[src/rtl/wb_merge_stage_pkg.sv]
// Shared definitions for the writeback merge stage: default widths, the R0 index
// and the request-keep rule used on both producer channels.
package wb_merge_stage_pkg;

  localparam int DEPTH_DEF  = 4;
  localparam int DATA_W_DEF = 32;
  localparam int REG_AW_DEF = 4;
  localparam int R0_IDX     = 0;

  // A request only occupies a slot when it really writes a register other than R0.
  function automatic logic req_kept(input logic valid, input logic wb_en, input logic dest_is_r0);
    return valid & wb_en & ~dest_is_r0;
  endfunction

endpackage

[src/rtl/wb_merge_stage_if.sv]
// Producer channels, decode source taps and register-file write port of the merge stage.
interface wb_merge_stage_if
  import wb_merge_stage_pkg::*;
#(
  parameter int DATA_W = DATA_W_DEF,
  parameter int REG_AW = REG_AW_DEF
);

  logic              alu_valid;
  logic              alu_ready;
  logic              alu_wb_en;
  logic [REG_AW-1:0] alu_dest;
  logic [DATA_W-1:0] alu_result;
  logic              ld_valid;
  logic [REG_AW-1:0] ld_dest;
  logic [DATA_W-1:0] ld_data;
  logic [REG_AW-1:0] src1;
  logic [REG_AW-1:0] src2;
  logic              two_src;
  logic              hazard;
  logic              writeBackEn;
  logic [REG_AW-1:0] Dest_wb;
  logic [DATA_W-1:0] Result_WB;

  modport master (
    output alu_valid, alu_wb_en, alu_dest, alu_result,
    output ld_valid, ld_dest, ld_data, src1, src2, two_src,
    input  alu_ready, hazard, writeBackEn, Dest_wb, Result_WB
  );

  modport slave (
    input  alu_valid, alu_wb_en, alu_dest, alu_result,
    input  ld_valid, ld_dest, ld_data, src1, src2, two_src,
    output alu_ready, hazard, writeBackEn, Dest_wb, Result_WB
  );

endinterface

[src/rtl/wb_merge_stage_fifo.sv]
// Writeback FIFO: dual push (push0 lands ahead of push1), one pop per cycle while
// non-empty, with per-entry valid/dest taps for the hazard compare.
module wb_merge_stage_fifo
  import wb_merge_stage_pkg::*;
#(
  parameter int  DEPTH  = DEPTH_DEF,
  parameter int  DATA_W = DATA_W_DEF,
  parameter int  REG_AW = REG_AW_DEF,
  localparam int PTR_W  = $clog2(DEPTH),
  localparam int CNT_W  = $clog2(DEPTH + 1),
  localparam int ENT_W  = REG_AW + DATA_W
) (
  input  logic                         clk,
  input  logic                         rst,
  input  logic                         push0,
  input  logic [ENT_W-1:0]             push0_entry,
  input  logic                         push1,
  input  logic [ENT_W-1:0]             push1_entry,
  output logic [CNT_W-1:0]             count,
  output logic                         empty,
  output logic [ENT_W-1:0]             head,
  output logic [DEPTH-1:0]             entry_valid,
  output logic [DEPTH-1:0][REG_AW-1:0] entry_dest
);

  logic [ENT_W-1:0] mem_r [DEPTH];
  logic [DEPTH-1:0] valid_r;
  logic [DEPTH-1:0] valid_nx_s;
  logic [PTR_W-1:0] wr_ptr_r;
  logic [PTR_W-1:0] rd_ptr_r;
  logic [PTR_W-1:0] wr_ptr_nx1_s;
  logic [PTR_W-1:0] wr_ptr_nx_s;
  logic [PTR_W-1:0] rd_ptr_nx_s;
  logic [PTR_W-1:0] slot1_s;
  logic [CNT_W-1:0] count_r;
  logic [CNT_W-1:0] count_nx_s;
  logic             pop_s;

  function automatic logic [PTR_W-1:0] ptr_inc(input logic [PTR_W-1:0] p);
    return (p == PTR_W'(DEPTH - 1)) ? {PTR_W{1'b0}} : p + PTR_W'(1);
  endfunction

  // Next pointers, occupancy and valid bits from this cycle's pushes and pop.
  always_comb begin
    wr_ptr_nx1_s = ptr_inc(wr_ptr_r);
    slot1_s      = push0 ? wr_ptr_nx1_s : wr_ptr_r;
    pop_s        = (count_r != {CNT_W{1'b0}});
    rd_ptr_nx_s  = pop_s ? ptr_inc(rd_ptr_r) : rd_ptr_r;
    count_nx_s   = count_r + CNT_W'(push0) + CNT_W'(push1) - CNT_W'(pop_s);
    case ({push0, push1})
      2'b11:        wr_ptr_nx_s = ptr_inc(wr_ptr_nx1_s);
      2'b10, 2'b01: wr_ptr_nx_s = wr_ptr_nx1_s;
      default:      wr_ptr_nx_s = wr_ptr_r;
    endcase
    valid_nx_s = valid_r;
    for (int i = 0; i < DEPTH; i++) begin
      valid_nx_s[i] = (valid_r[i] & ~(pop_s & (rd_ptr_r == PTR_W'(i))))
                    | (push0 & (wr_ptr_r == PTR_W'(i)))
                    | (push1 & (slot1_s == PTR_W'(i)));
    end
  end

  // FIFO state and entry storage.
  always_ff @(posedge clk or posedge rst) begin
    if (rst) begin
      wr_ptr_r <= {PTR_W{1'b0}};
      rd_ptr_r <= {PTR_W{1'b0}};
      count_r  <= {CNT_W{1'b0}};
      valid_r  <= {DEPTH{1'b0}};
      for (int i = 0; i < DEPTH; i++) mem_r[i] <= {ENT_W{1'b0}};
    end else begin
      wr_ptr_r <= wr_ptr_nx_s;
      rd_ptr_r <= rd_ptr_nx_s;
      count_r  <= count_nx_s;
      valid_r  <= valid_nx_s;
      for (int i = 0; i < DEPTH; i++) begin
        if (push0 && (wr_ptr_r == PTR_W'(i))) mem_r[i] <= push0_entry;
        else if (push1 && (slot1_s == PTR_W'(i))) mem_r[i] <= push1_entry;
      end
    end
  end

  // Head and hazard taps.
  always_comb begin
    count       = count_r;
    empty       = (count_r == {CNT_W{1'b0}});
    head        = mem_r[rd_ptr_r];
    entry_valid = valid_r;
    for (int i = 0; i < DEPTH; i++) entry_dest[i] = mem_r[i][ENT_W-1 -: REG_AW];
  end

endmodule

[src/rtl/wb_merge_stage.sv]
// Writeback merge stage: filters and orders ALU and load-return writes into the FIFO and
// drives the register-file write port. Optional same-cycle bypass under macro WB_BYPASS_EN.
module wb_merge_stage
  import wb_merge_stage_pkg::*;
#(
  parameter int  DEPTH  = DEPTH_DEF,
  parameter int  DATA_W = DATA_W_DEF,
  parameter int  REG_AW = REG_AW_DEF,
  localparam int CNT_W  = $clog2(DEPTH + 1),
  localparam int ENT_W  = REG_AW + DATA_W
) (
  input  logic            clk,
  input  logic            rst,
  wb_merge_stage_if.slave bus
);

  // One slot is always held back so an unthrottled load return still fits.
  localparam logic [CNT_W-1:0] READY_MAX = CNT_W'(DEPTH - 2);

  logic                         ld_keep_s;
  logic                         alu_keep_s;
  logic                         alu_ready_s;
  logic                         byp_s;
  logic                         push0_s;
  logic                         push1_s;
  logic [ENT_W-1:0]             ld_entry_s;
  logic [ENT_W-1:0]             alu_entry_s;
  logic [ENT_W-1:0]             in_entry_s;
  logic [CNT_W-1:0]             count_s;
  logic                         empty_s;
  logic [ENT_W-1:0]             head_s;
  logic [DEPTH-1:0]             entry_valid_s;
  logic [DEPTH-1:0][REG_AW-1:0] entry_dest_s;
  logic                         hazard_s;

  function automatic logic dest_hit(input logic [REG_AW-1:0] d, input logic [REG_AW-1:0] s1,
                                    input logic [REG_AW-1:0] s2, input logic ts);
    return (d == s1) | (ts & (d == s2));
  endfunction

  // Request filtering, load-first push ordering and bypass selection.
  always_comb begin
    alu_ready_s = (count_s <= READY_MAX);
    ld_keep_s   = req_kept(bus.ld_valid, 1'b1, bus.ld_dest == REG_AW'(R0_IDX));
    alu_keep_s  = req_kept(bus.alu_valid & alu_ready_s, bus.alu_wb_en,
                           bus.alu_dest == REG_AW'(R0_IDX));
    ld_entry_s  = {bus.ld_dest, bus.ld_data};
    alu_entry_s = {bus.alu_dest, bus.alu_result};
    in_entry_s  = ld_keep_s ? ld_entry_s : alu_entry_s;
`ifdef WB_BYPASS_EN
    byp_s       = empty_s & (ld_keep_s ^ alu_keep_s);
`else
    byp_s       = 1'b0;
`endif
    push0_s     = (ld_keep_s | alu_keep_s) & ~byp_s;
    push1_s     = ld_keep_s & alu_keep_s;
  end

  wb_merge_stage_fifo #(
    .DEPTH  (DEPTH),
    .DATA_W (DATA_W),
    .REG_AW (REG_AW)
  ) u_fifo (
    .clk         (clk),
    .rst         (rst),
    .push0       (push0_s),
    .push0_entry (in_entry_s),
    .push1       (push1_s),
    .push1_entry (alu_entry_s),
    .count       (count_s),
    .empty       (empty_s),
    .head        (head_s),
    .entry_valid (entry_valid_s),
    .entry_dest  (entry_dest_s)
  );

  // RAW hazard over every pending destination.
  always_comb begin
    hazard_s = 1'b0;
    for (int i = 0; i < DEPTH; i++) begin
      hazard_s = hazard_s | (entry_valid_s[i] & dest_hit(entry_dest_s[i], bus.src1, bus.src2, bus.two_src));
    end
`ifdef WB_BYPASS_EN
    hazard_s = hazard_s
             | (ld_keep_s & dest_hit(bus.ld_dest, bus.src1, bus.src2, bus.two_src))
             | (alu_keep_s & dest_hit(bus.alu_dest, bus.src1, bus.src2, bus.two_src));
`endif
  end

  // Register-file write port: FIFO head first, otherwise a bypassed request, otherwise idle.
  always_comb begin
    bus.alu_ready = alu_ready_s;
    bus.hazard    = hazard_s;
    if (!empty_s) begin
      bus.writeBackEn              = 1'b1;
      {bus.Dest_wb, bus.Result_WB} = head_s;
    end else if (byp_s) begin
      bus.writeBackEn              = 1'b1;
      {bus.Dest_wb, bus.Result_WB} = in_entry_s;
    end else begin
      bus.writeBackEn              = 1'b0;
      {bus.Dest_wb, bus.Result_WB} = {ENT_W{1'b0}};
    end
  end

endmodule

[src/flat_wrapper.sv]
// flat-port wrapper written by rule: the top's interface ports become plain ports
module wb_merge_stage_flat import wb_merge_stage_pkg::*;
#(
  parameter int  DEPTH  = DEPTH_DEF,
  parameter int  DATA_W = DATA_W_DEF,
  parameter int  REG_AW = REG_AW_DEF,
  localparam int CNT_W  = $clog2(DEPTH + 1),
  localparam int ENT_W  = REG_AW + DATA_W
)
  (clk, rst, bus_alu_valid, bus_alu_wb_en, bus_alu_dest, bus_alu_result, bus_ld_valid, bus_ld_dest, bus_ld_data, bus_src1, bus_src2, bus_two_src, bus_alu_ready, bus_hazard, bus_writeBackEn, bus_Dest_wb, bus_Result_WB);
  wb_merge_stage_if #(.DATA_W(DATA_W), .REG_AW(REG_AW)) bus_i ();
  input  logic clk;
  input  logic rst;
  input wire logic [$bits(bus_i.alu_valid)-1:0] bus_alu_valid;
  input wire logic [$bits(bus_i.alu_wb_en)-1:0] bus_alu_wb_en;
  input wire logic [$bits(bus_i.alu_dest)-1:0] bus_alu_dest;
  input wire logic [$bits(bus_i.alu_result)-1:0] bus_alu_result;
  input wire logic [$bits(bus_i.ld_valid)-1:0] bus_ld_valid;
  input wire logic [$bits(bus_i.ld_dest)-1:0] bus_ld_dest;
  input wire logic [$bits(bus_i.ld_data)-1:0] bus_ld_data;
  input wire logic [$bits(bus_i.src1)-1:0] bus_src1;
  input wire logic [$bits(bus_i.src2)-1:0] bus_src2;
  input wire logic [$bits(bus_i.two_src)-1:0] bus_two_src;
  output wire logic [$bits(bus_i.alu_ready)-1:0] bus_alu_ready;
  output wire logic [$bits(bus_i.hazard)-1:0] bus_hazard;
  output wire logic [$bits(bus_i.writeBackEn)-1:0] bus_writeBackEn;
  output wire logic [$bits(bus_i.Dest_wb)-1:0] bus_Dest_wb;
  output wire logic [$bits(bus_i.Result_WB)-1:0] bus_Result_WB;
  assign bus_i.alu_valid = bus_alu_valid;
  assign bus_i.alu_wb_en = bus_alu_wb_en;
  assign bus_i.alu_dest = bus_alu_dest;
  assign bus_i.alu_result = bus_alu_result;
  assign bus_i.ld_valid = bus_ld_valid;
  assign bus_i.ld_dest = bus_ld_dest;
  assign bus_i.ld_data = bus_ld_data;
  assign bus_i.src1 = bus_src1;
  assign bus_i.src2 = bus_src2;
  assign bus_i.two_src = bus_two_src;
  assign bus_alu_ready = bus_i.alu_ready;
  assign bus_hazard = bus_i.hazard;
  assign bus_writeBackEn = bus_i.writeBackEn;
  assign bus_Dest_wb = bus_i.Dest_wb;
  assign bus_Result_WB = bus_i.Result_WB;
  wb_merge_stage #(.DEPTH(DEPTH), .DATA_W(DATA_W), .REG_AW(REG_AW)) u_core (.clk(clk), .rst(rst), .bus(bus_i));
endmodule
[config.mk]
export PLATFORM = sky130hd
export DESIGN_NAME = wb_merge_stage_flat
export DESIGN_NICKNAME = d
export VERILOG_FILES = /design/src/rtl/wb_merge_stage_pkg.sv /design/src/rtl/wb_merge_stage_if.sv /design/src/rtl/wb_merge_stage_fifo.sv /design/src/rtl/wb_merge_stage.sv /design/src/flat_wrapper.sv
export SDC_FILE = /design/constraint.sdc
export NUM_CORES = 1
export LEC_CHECK = 0
export CAP_MARGIN = 20
export CORE_UTILIZATION = 54
export DETAILED_ROUTE_END_ITERATION = 10
export HOLD_SLACK_MARGIN = 0.06
export MAX_ROUTING_LAYER = met4
export PLACE_DENSITY = 0.79
export SKIP_CTS_REPAIR_TIMING = 1
export SLEW_MARGIN = 20
export SYNTH_ARGS = -nofsm -noshare
export SYNTH_HDL_FRONTEND = slang
export SYNTH_HIERARCHICAL = 1
export SYNTH_SLANG_ARGS = --single-unit
[constraint.sdc]
create_clock -name clk -period 13.5 [get_ports clk]
set_input_delay 2.7 -clock clk [delete_from_list [all_inputs] [get_ports clk]]
set_output_delay 2.7 -clock clk [all_outputs]
set_load 0.05 [all_outputs]
==> parameters.txt <==
Parameter                              Value

Route
  DRC violation count after routing    0
  Number of iterations in the first detailed-routing pass    6
  Iteration-0 DRC Markers    about 520
  Total wirelength of the detailed-routed design    24.02 mm
  Vias    roughly 7200
  Number of nets with antenna violations after detailed routing    0
  Routed via count divided by cell count    ~6.1
  Average routed wire per standard cell    roughly 20 um

Critical path
  Crit Reg-Reg Endpoint    u_core/u_fifo/entry_dest[14]$_DFFE_PP0P_
  Number of cells on the worst reg-to-reg path    9
  Top cell by count, worst path    clkdlybuf4s50_1
  Largest fanout of any net on the critical path    5
  Category of the most critical setup path    in -> out
  Flop-to-flop setup slack    approximately 9.8 ns
  Kind of start point of the critical path    input port
  Data arrival time of the critical path    ~4.9 ns
  Slowest stage cell on the critical path    clkdlybuf4s50_1
  Reg-to-reg startpoint    u_core/u_fifo/count[0]$_DFF_PP0_
  CP peak stage delay    ~0.8 ns
  Critical path data required time    between 10 and 15 ns
  Sort of element at the end of the critical path    output port
  Cell Chain, Critical Path    clkdlybuf4s50_1 > inv_1 > a22o_1 > a211oi_1 > a22oi_1 > nand4_1 > clkdlybuf4s50_1

STA
  Setup skew after layout    0.01253 ns
  Final number of max-transition violations    0
  Final worst path period need    between 7 and 8 ns
  Setup TNS Final    0 ns
  Final hold violations    0
  Setup repair after global routing missed its margin    false
  Final period util    between 50% and 60%
  Worst slew slack as a fraction of its limit    23.15%
  Highest Clock Rate    131.7 MHz
  Worst hold margin    0.5150 ns
  Setup Viol. Count Final    0
  Transition time at the pin with the least slew margin    approximately 1.2 ns

Yosys
  Post-synthesis average cell area    roughly 11 um2
  Flip-flop cell with the highest count after synthesis    dfrtp_1
  Post-Syn Nets    ~980
  Total standard cell area after synthesis    between 9000 and 10000 um2
  YS warnings    6
  Count of mapped cells out of synthesis    877
  Share of flip-flops with an asynchronous set or reset    100.0%
  Distinct cells, synth    50
  Sequential-to-total area share from yosys stat    between 40% and 50%
  Register bit count reported by yosys    roughly 160
  Number of enable-type register cells in the synthesized netlist    0

Final layout
  Area Growth Syn to Fin    19.00%
  Most frequent standard cell in the layout excluding fill and tap cells    dfrtp_1
  Share of the core filled with cells    66.52%
  Ratio of cells with drive above 1 in the final layout    a little under an eighth
  Antenna diode count    0
  Net count reported at finish    about 1100
  # fillers    roughly 1300
  Most frequent cells in the layout    dfrtp_1 (153), clkdlybuf4s50_1 (124), mux2i_1 (109)

GRT
  Initial antenna violation count    0
  Remaining Overflow, GRT    0
  Tot GR Track Use    ~29%
  Largest net degree at the start of global routing    80
  Wire length of the first global-routing pass    between 30 and 40 mm
  Via count of the first global-routing pass    7344

Worst hold path
  Hold Path Stages    1
  Type of the most critical hold path    reg -> reg
  Hold-critical path endpoint    u_core/u_fifo/mem_r[135]$_DFFE_PP0P_
  Hold_sp    u_core/u_fifo/mem_r[135]$_DFFE_PP0P_

Floorplanning
  Core ar.    roughly 17000 um2
  Area of the die    between 15000 and 20000 um2
  Width of the chip    133.7 um
  Number of rows created at floorplan    47
  Starting density of the core    between 50% and 60%
  Die Y    between 100 and 150 um
  Num ports    ~130

Clock network
  Number of clock sinks    roughly 160
  CTS clock-pin slew for the worst setup and hold paths    around 0.060 ns
  Clock tree from TritonCTS    done
  Clock H-tree levels    4
  Number of buffers created by CTS    17
  Clock latency of the later-clocked register in the worst-skew pair    approximately 0.43 ns
  Clock tree buffer depth    2
  Clock Root Buffer    clkbuf_16

Place
  Port-buffer cells    between 100 and 150
  Detailed-placement wirelength estimate    approximately 15 mm
  Routability cong.    around 0.86

Pwr
  Static Leakage    approximately 5.3 nW
  Overall Power    slightly above 3 mW
  Power per cell area    about 270 nW/um2
  Worst supply voltage drop on vdd    ~0.19 mV

Job
  Max cap viols    0

Run status
  Status    finished clean
[state kept, by name, summed over array words and instances, names as in the netlist]
signal and cells:
u_core/u_fifo/entry_dest 16, u_core/u_fifo/count 3, u_core/u_fifo/mem_r 128, u_core/u_fifo/wr_ptr_r 2
u_core/u_fifo/rd_ptr_r 2, u_core/u_fifo/entry_valid 4
[stage by stage]
step	cells	instance area, um2	setup slack, ns
5_1_grt	1186	11150	5.801
6_report	1186	11150	5.906
3_5_place_dp	1156	10570	5.947
2_1_floorplan	877	9369	6.622
3_3_place_gp	1156	10570	6.025
4_1_cts	1186	11150	5.922
[cell usage after synthesis (7+ instances only)]
| library cell | count | area share (%) |
|---|---|---|
| dfrtp_1 | 155 | 41 |
| mux2i_1 | 109 | 12 |
| nor2_1 | 75 | 3.0 |
| a21oi_1 | 73 | 3.9 |
| nand2_1 | 64 | 2.6 |
| nor2b_1 | 37 | 2.5 |
| a221o_1 | 36 | 3.8 |
| and3_1 | 36 | 2.4 |
| mux4_2 | 36 | 8.7 |
| o21ai_0 | 35 | 1.9 |
| buf_2 | 26 | 1.4 |
| clkbuf_1 | 22 | 0.88 |
| buf_4 | 19 | 1.5 |
| xor2_1 | 19 | 1.8 |
| mux2_2 | 18 | 2.2 |
| inv_1 | 15 | 0.60 |
| mux2_1 | 14 | 1.7 |
| ha_1 | 10 | 1.3 |
| xnor2_1 | 10 | 0.93 |
| buf_6 | 9 | 1.1 |
| nor3_1 | 8 | 0.43 |
| o21ai_1 | 7 | 0.37 |
[final cells by class]
class | count | area [um2] | share of cell area (%)
Clock inverter | 10 | 116.4 | 1.044
Multi-Input combinational cell | 625 | 4984 | 44.70
Timing Repair Buffer | 140 | 1361 | 12.21
Sequential cell | 155 | 3881 | 34.81
Clock buffer | 20 | 466.7 | 4.186
Tap cell | 220 | 275.3 | 2.469
Inverter | 16 | 65.06 | 0.5836
[where the power goes]
group | total (mW) | internal (mW) | switching [mW]
Combinational | 1.68 | 0.726 | 0.956
Clock | 0.474 | 0.285 | 0.189
Sequential | 0.906 | 0.698 | 0.207
[cells by family (layout without fill, tap and decap cells)]
logic type                 count (synthesis)  in the layout  synth area share (%)
and+or+nand+nor                          236            236                 12.03
adders and majority gates                 12             12                 1.763
xor gates and xnor gates                  29             29                 2.711
muxes                                    177            177                 24.15
AOI/OAI and AO/OA                        171            171                 12.19
DFF                                      155            155                 41.40
buffers and inverters                     97            186                 5.756
[worst max path at each step]
stage / start / to / cells past startpoint
after floorplan: rst / u_core/u_fifo/count[0]$_DFF_PP0_ / 1
after CTS: bus_src2[3] / bus_hazard / 7
after detailed placement: bus_src2[3] / bus_hazard / 7
final: bus_src2[3] / bus_hazard / 7
after global routing: bus_src2[3] / bus_hazard / 7
after global placement: bus_src2[3] / bus_hazard / 7
[worst max-delay path: cells and delay by family]
family | cells | cell delay (ns)
AO/OA/AOI/OAI | 3 | 0.57
AND/OR/NAND/NOR | 1 | 0.12
buffers and inverters | 3 | 1.50
[routing by layer]
layer | track usage, % | wire length (um)
met3 | 4.795 | 1500
met5 | - | 0
met1 | 37.72 | 10260
met4 | 9.785 | 371
met2 | 45.83 | 11890
No activity file was read; power rests on OpenSTA's default activity.
